<file path="src/rtl/ram_frame_reader_pkg.sv">
// Shared types and constants for the frame reader and the measurement stage
// that consumes its sample stream.
package ram_frame_reader_pkg;

    localparam int DATA_W      = 8;
    localparam int SAMPLE_W    = DATA_W;
    localparam int DEF_DEPTH   = 256;
    localparam int DEF_GAP_CYC = 4;

    typedef enum logic [1:0] {
        ST_IDLE  = 2'd0,
        ST_READ  = 2'd1,
        ST_FLUSH = 2'd2,
        ST_GAP   = 2'd3
    } frame_state_e;

    // Width of a counter that must hold 0..n-1 (never less than one bit).
    function automatic int cnt_w(input int n);
        return (n <= 2) ? 1 : $clog2(n);
    endfunction

endpackage

</file>
<file path="src/rtl/ram_frame_reader_rd_valid_pipe.sv">
// RD_LAT-deep shift register that carries the read-enable bit in step with
// the RAM read latency, so the valid bit lines up with ram_q.
module rd_valid_pipe #(
    parameter int RD_LAT = 1
) (
    input  logic clk,
    input  logic rst,
    input  logic rden,
    output logic vld
);

    logic [RD_LAT-1:0] sr_q;

    generate
        if (RD_LAT == 1) begin : g_single
            always_ff @(posedge clk or posedge rst) begin
                if (rst) begin
                    sr_q <= '0;
                end else begin
                    sr_q <= rden;
                end
            end
        end else begin : g_multi
            always_ff @(posedge clk or posedge rst) begin
                if (rst) begin
                    sr_q <= '0;
                end else begin
                    sr_q <= {sr_q[RD_LAT-2:0], rden};
                end
            end
        end
    endgenerate

    assign vld = sr_q[RD_LAT-1];

endmodule

</file>
<file path="src/rtl/ram_frame_reader.sv">
// Reads one frame from the sample RAM after each capture (or continuously
// in auto_run) and re-times it as an enable-qualified sample stream.
module ram_frame_reader
    import ram_frame_reader_pkg::*;
#(
    parameter int ADDR_W  = 8,
    parameter int DEPTH   = DEF_DEPTH,
    parameter int RD_LAT  = 1,
    parameter int GAP_CYC = DEF_GAP_CYC
) (
    input  logic              clk_frame,
    input  logic              rst_frame,
    input  logic              capture_done,
    input  logic              auto_run,
    input  logic [DATA_W-1:0] ram_q,
    output logic [ADDR_W-1:0] ram_rdaddr,
    output logic              ram_rden,
    output logic [DATA_W-1:0] ram_data,
    output logic              data_en,
    output logic              busy,
    output logic              frame_done
);

    localparam int FW = cnt_w(RD_LAT);
    localparam int GW = cnt_w(GAP_CYC);
    localparam logic [ADDR_W-1:0] LAST_ADDR  = ADDR_W'(DEPTH - 1);
    localparam logic [FW-1:0]     FLUSH_LAST = FW'(RD_LAT - 1);
    localparam logic [GW-1:0]     GAP_LAST   = GW'(GAP_CYC - 1);

    frame_state_e  state_q, state_d;
    logic          pending_q;
    logic          start_frame;
    logic          want_frame;
    logic          gap_last;
    logic          rd_vld;
    logic [FW-1:0] flush_cnt_q;
    logic [GW-1:0] gap_cnt_q;

    assign want_frame = capture_done | pending_q | auto_run;
    assign gap_last   = (state_q == ST_GAP) && (gap_cnt_q == GAP_LAST);
    assign busy       = (state_q != ST_IDLE);
    assign frame_done = gap_last;

    always_comb begin
        state_d     = state_q;
        start_frame = 1'b0;
        case (state_q)
            ST_IDLE: begin
                if (want_frame) begin
                    state_d     = ST_READ;
                    start_frame = 1'b1;
                end
            end
            ST_READ: begin
                if (ram_rdaddr == LAST_ADDR) state_d = ST_FLUSH;
            end
            ST_FLUSH: begin
                if (flush_cnt_q == FLUSH_LAST) state_d = ST_GAP;
            end
            ST_GAP: begin
                if (gap_last) begin
                    if (want_frame) begin
                        state_d     = ST_READ;
                        start_frame = 1'b1;
                    end else begin
                        state_d = ST_IDLE;
                    end
                end
            end
            default: state_d = ST_IDLE;
        endcase
    end

    // Address is cleared whenever READ is entered or left, so it never wraps
    // past LAST_ADDR even when DEPTH fills the whole address space.
    always_ff @(posedge clk_frame or posedge rst_frame) begin
        if (rst_frame) begin
            state_q     <= ST_IDLE;
            pending_q   <= 1'b0;
            flush_cnt_q <= '0;
            gap_cnt_q   <= '0;
            ram_rdaddr  <= '0;
            ram_rden    <= 1'b0;
        end else begin
            state_q     <= state_d;
            ram_rden    <= (state_d == ST_READ);
            ram_rdaddr  <= (state_q == ST_READ && state_d == ST_READ) ?
                           ram_rdaddr + 1'b1 : '0;
            flush_cnt_q <= (state_q == ST_FLUSH) ? flush_cnt_q + 1'b1 : '0;
            gap_cnt_q   <= (state_q == ST_GAP) ? gap_cnt_q + 1'b1 : '0;
            if (start_frame) begin
                pending_q <= 1'b0;
            end else if (capture_done && busy) begin
                pending_q <= 1'b1;
            end
        end
    end

    rd_valid_pipe #(
        .RD_LAT(RD_LAT)
    ) u_rd_valid_pipe (
        .clk  (clk_frame),
        .rst  (rst_frame),
        .rden (ram_rden),
        .vld  (rd_vld)
    );

    // data_en is a plain valid for ram_data: the consumer has no ready, it
    // takes every sample on each cycle data_en is high.
    always_ff @(posedge clk_frame or posedge rst_frame) begin
        if (rst_frame) begin
            data_en  <= 1'b0;
            ram_data <= '0;
        end else begin
            data_en  <= rd_vld;
            ram_data <= rd_vld ? ram_q : '0;
        end
    end

endmodule

</file>
<file path="config.mk">
export PLATFORM = sky130hd
export DESIGN_NAME = ram_frame_reader
export DESIGN_NICKNAME = d
export VERILOG_FILES = /design/src/rtl/ram_frame_reader_pkg.sv /design/src/rtl/ram_frame_reader_rd_valid_pipe.sv /design/src/rtl/ram_frame_reader.sv
export SDC_FILE = /design/constraint.sdc
export NUM_CORES = 1
export LEC_CHECK = 0
export ABC_CLOCK_PERIOD_IN_PS = 1900
export BUFFER_PORTS_ARGS = -buffer_cell sky130_fd_sc_hd__buf_2
export CAP_MARGIN = 20
export CELL_PAD_IN_SITES_DETAIL_PLACEMENT = 2
export CELL_PAD_IN_SITES_GLOBAL_PLACEMENT = 2
export CORE_UTILIZATION = 33
export CTS_BUF_LIST = sky130_fd_sc_hd__clkbuf_2 sky130_fd_sc_hd__clkbuf_4 sky130_fd_sc_hd__clkbuf_8
export CTS_CLUSTER_SIZE = 25
export DETAILED_ROUTE_END_ITERATION = 8
export GPL_ROUTABILITY_DRIVEN = 0
export PLACE_DENSITY_LB_ADDON = 0.1
export SLEW_MARGIN = 30
export SYNTH_ARGS = -nofsm -noshare
export SYNTH_HDL_FRONTEND = slang
export SYNTH_HIERARCHICAL = 1
export SYNTH_SLANG_ARGS = --single-unit
</file>
<file path="constraint.sdc">
create_clock -name clk_frame -period 1.9 [get_ports clk_frame]
set_clock_uncertainty 0.05 [all_clocks]
set_input_delay 0.095 -clock clk_frame [delete_from_list [all_inputs] [get_ports clk_frame]]
set_output_delay 0.095 -clock clk_frame [all_outputs]
set_load 0.1 [all_outputs]
</file>
==> impl_results.md <==
- Outcome: finished clean
- Power Dens Cells: 583 nW/um^2
- Clk slew on worst S/H paths: 0.14 ns
- Combinational power share: 0.130
- WL final: 3130 microns
- P&R area growth vs syn: 42.2%
- Worst path cell trace: ha_4 > and3_4 > a2111oi_4 > buf_4 > o32ai_4 > nor3_2
- Final setup fails: 0
- GRT Overall Usage: 0.202
- FF+latch count, synth: 25
- DPL Wire Length: 2130 microns
- Vias: 908
- Final Core Density: 0.508
- Yosys top cell by area: dfrtp_1
- Post-synth top cells: 25 x dfrtp_1, 11 x nor3_1, 10 x and2_1
- Final worst setup slack: 0.0309 ns
- WP buf/inv: 1
- CTS sink count: 25
- Final hold vios: 0
- Pre-CTS WS: -0.00172 ns
- Die area: 3620 sq um
- Post-synth EDFFs: 0
- Crit. path cell count: 6
- First-pass GRT wire length: 5170 microns
- Final net count: 163
- Pwr Total: 0.926 mW
- Worst R2R Start: ram_rdaddr[0]
- Final Slew Violations: 0
- Sw Ratio: 0.278
- Initial antenna violation count: 0
- Initial DRT Pass Iterations: 4
- Root buffer cell: clkbuf_4
- Most frequent cell after synthesis: dfrtp_1
- Critical Path Start Type: flip-flop
- Clk_lat worst skew: 0.33 ns
- Sequential share of the synthesized area: 0.560
- FMAX: 0.535 GHz
- Top_reg_cell synth: dfrtp_1
- CP arrival: 2.06 ns
- CP max FO: 5
- Worst stage delay on the critical path: 0.54 ns
- Synthesis warning total: 6
- Final ANT Viol Nets: 0
- CP Capture Type: flip-flop
- Vias per cell: 4.83
- CP required: 2.09 ns
- End point of the critical path: ram_rdaddr[0]
- R2R Path End: ram_rdaddr[0]
- Num ports: 32
- Slowest library cell on the worst path: dfrtp_4
- Largest net degree at the start of global routing: 16
- Die H: 60.2 microns
- Flop pwr share: 0.586
- Routed length per placed instance: 16.7 microns
- Core area: 3130 sq um
- Maxcap violations: 0
- VDD IR max: 0.243 mV
- Number of DRC markers in iteration 0: 23
- Vias in the first global route: 1049
- Distinct cells, synth: 25
- Reg2reg path depth: 6
- Fraction of layout cells with a size suffix above 1: 0.451
- Worst setup path start: ram_rdaddr[0]
- Clock share of power: 0.284
- TritonCTS Buffers: 3
- H-tree levels: 1
- Diode count: 0
- Synth top area cells: dfrtp_1 56%, ha_1 6.7%, and2_1 5.6%
- Synthesized area: 1120 sq um
- CTS tree: done
- FP Rows: 20
- DRC errors left: 0
- Worst Tran Pin Value: 0.581 ns
- Internal power: 0.669 mW
- HP Class: primary input to flip-flop
- CTS max path bufs: 2
- Slew Limit Headroom: 0.612
- Ys async rst share: 1.00
- Buffers on Ports: 31
- Grt ovf: 0
- Post-synth top area share: 0.560
- Syn_nets: 114
- P_sw: 0.258 mW
- Post-synthesis average cell area: 11.6 sq um
- CP delay by family, top: flip-flops
- Final period util: 0.984
- Mapped Cells: 96
- Die width: 60.2 microns
- R2r setup slk: 0.03 ns
- Initial Util: 0.357
- Tmin final: 1.87 ns
- P_leak: 0.711 nW
- Critical path class: flip-flop to flip-flop
power groups by stage:
stage               Combinational (mW)  Clock (mW)  Sequential, mW
global placement                 0.105           0           0.552
floorplan                       0.0139           0           0.618
CTS                              0.121       0.269           0.542
finish                           0.121       0.263           0.542
global route                     0.127       0.287           0.544
detailed placement               0.107           0           0.553
registers in the layout (all words and copies together), names as in the netlist:
name / count
state_q: 2
flush_cnt_q: 1
ram_rden: 1
gap_cnt_q: 2
ram_data: 8
pending_q: 1
u_rd_valid_pipe/vld: 1
ram_rdaddr: 8
data_en: 1
how the worst min path moves through the flow:
stage                 startpoint                   to  slack (ns)  cells past startpoint
global placement       rst_frame  u_rd_valid_pipe/vld       -0.11                      2
global route        capture_done            pending_q        0.03                      3
floorplan              rst_frame  u_rd_valid_pipe/vld       -0.23                      1
detailed placement     rst_frame  u_rd_valid_pipe/vld       -0.10                      2
CTS                 capture_done            pending_q       0.003                      3
finish              capture_done            pending_q      0.0003                      3
layout by cell type, fill, tap and decap left out, types with 5 or more instances in the layout:
cell type,instances
nor3_1,6
clkbuf_4,5
buf_2,30
dfrtp_2,7
dlygate4sd3_1,9
nor3_2,5
and2_1,10
dfrtp_1,16
nor2_1,7
per-layer routing:
layer	global-route usage	up-vias	share of wire	routed length [microns]
li1	-	425	-	-
met1	0.240	461	0.41	1300
met2	0.367	17	0.55	1710
met3	0.0260	5	0.025	79
met4	0.0698	0	0.014	45
met5	0	-	0	0
timing repair:
action / in CTS / in global routing
hold buffers: 9 / 0
hold endpoints to repair: 23 / 0
pin swaps: 2 / 2
setup endpoints to repair: 3 / 9
resized for setup: 1 / 7
cloned: 1 / 0
setup buffers: 1 / 1
logic make-up after synthesis:
group                    synth area share
buffers and inverters              0.0235
XOR/XNOR                           0.0470
AO/OA/AOI/OAI                      0.0817
AND/OR/NAND/NOR                     0.221
adder cells (fa/ha/maj)            0.0672
flip-flops                          0.560
worst min-delay path, delay by kind of cell:
kind,cells,cell delay [ns]
and+or+nand+nor,1,0.08
buffers and inverters,1,0.10
AOI/OAI and AO/OA,1,0.07
cell type report:
| cell class | instances | area, sq um |
|---|---|---|
| repair buffers | 44 | 278 |
| flip-flops and latches | 25 | 642 |
| inverters | 6 | 26.3 |
| clock buffers | 4 | 30.0 |
| fillers | 326 | 1540 |
| multi-input cells | 65 | 558 |
| well taps | 44 | 55.1 |
through the flow:
step | std cells | TNS [ns] | area [sq um] | hold slack [ns]
final | 188 | 0 | 1590 | 0.000308
after CTS | 187 | -0.0516 | 1550 | 0.00258
after detailed placement | 172 | -0.00172 | 1400 | -0.102
after global placement | 172 | 0 | 1400 | -0.107
after global routing | 188 | -0.155 | 1590 | 0.0288
after floorplan | 96 | -0.0569 | 1180 | -0.226
Note: power is estimated with default switching activity, not from simulation.
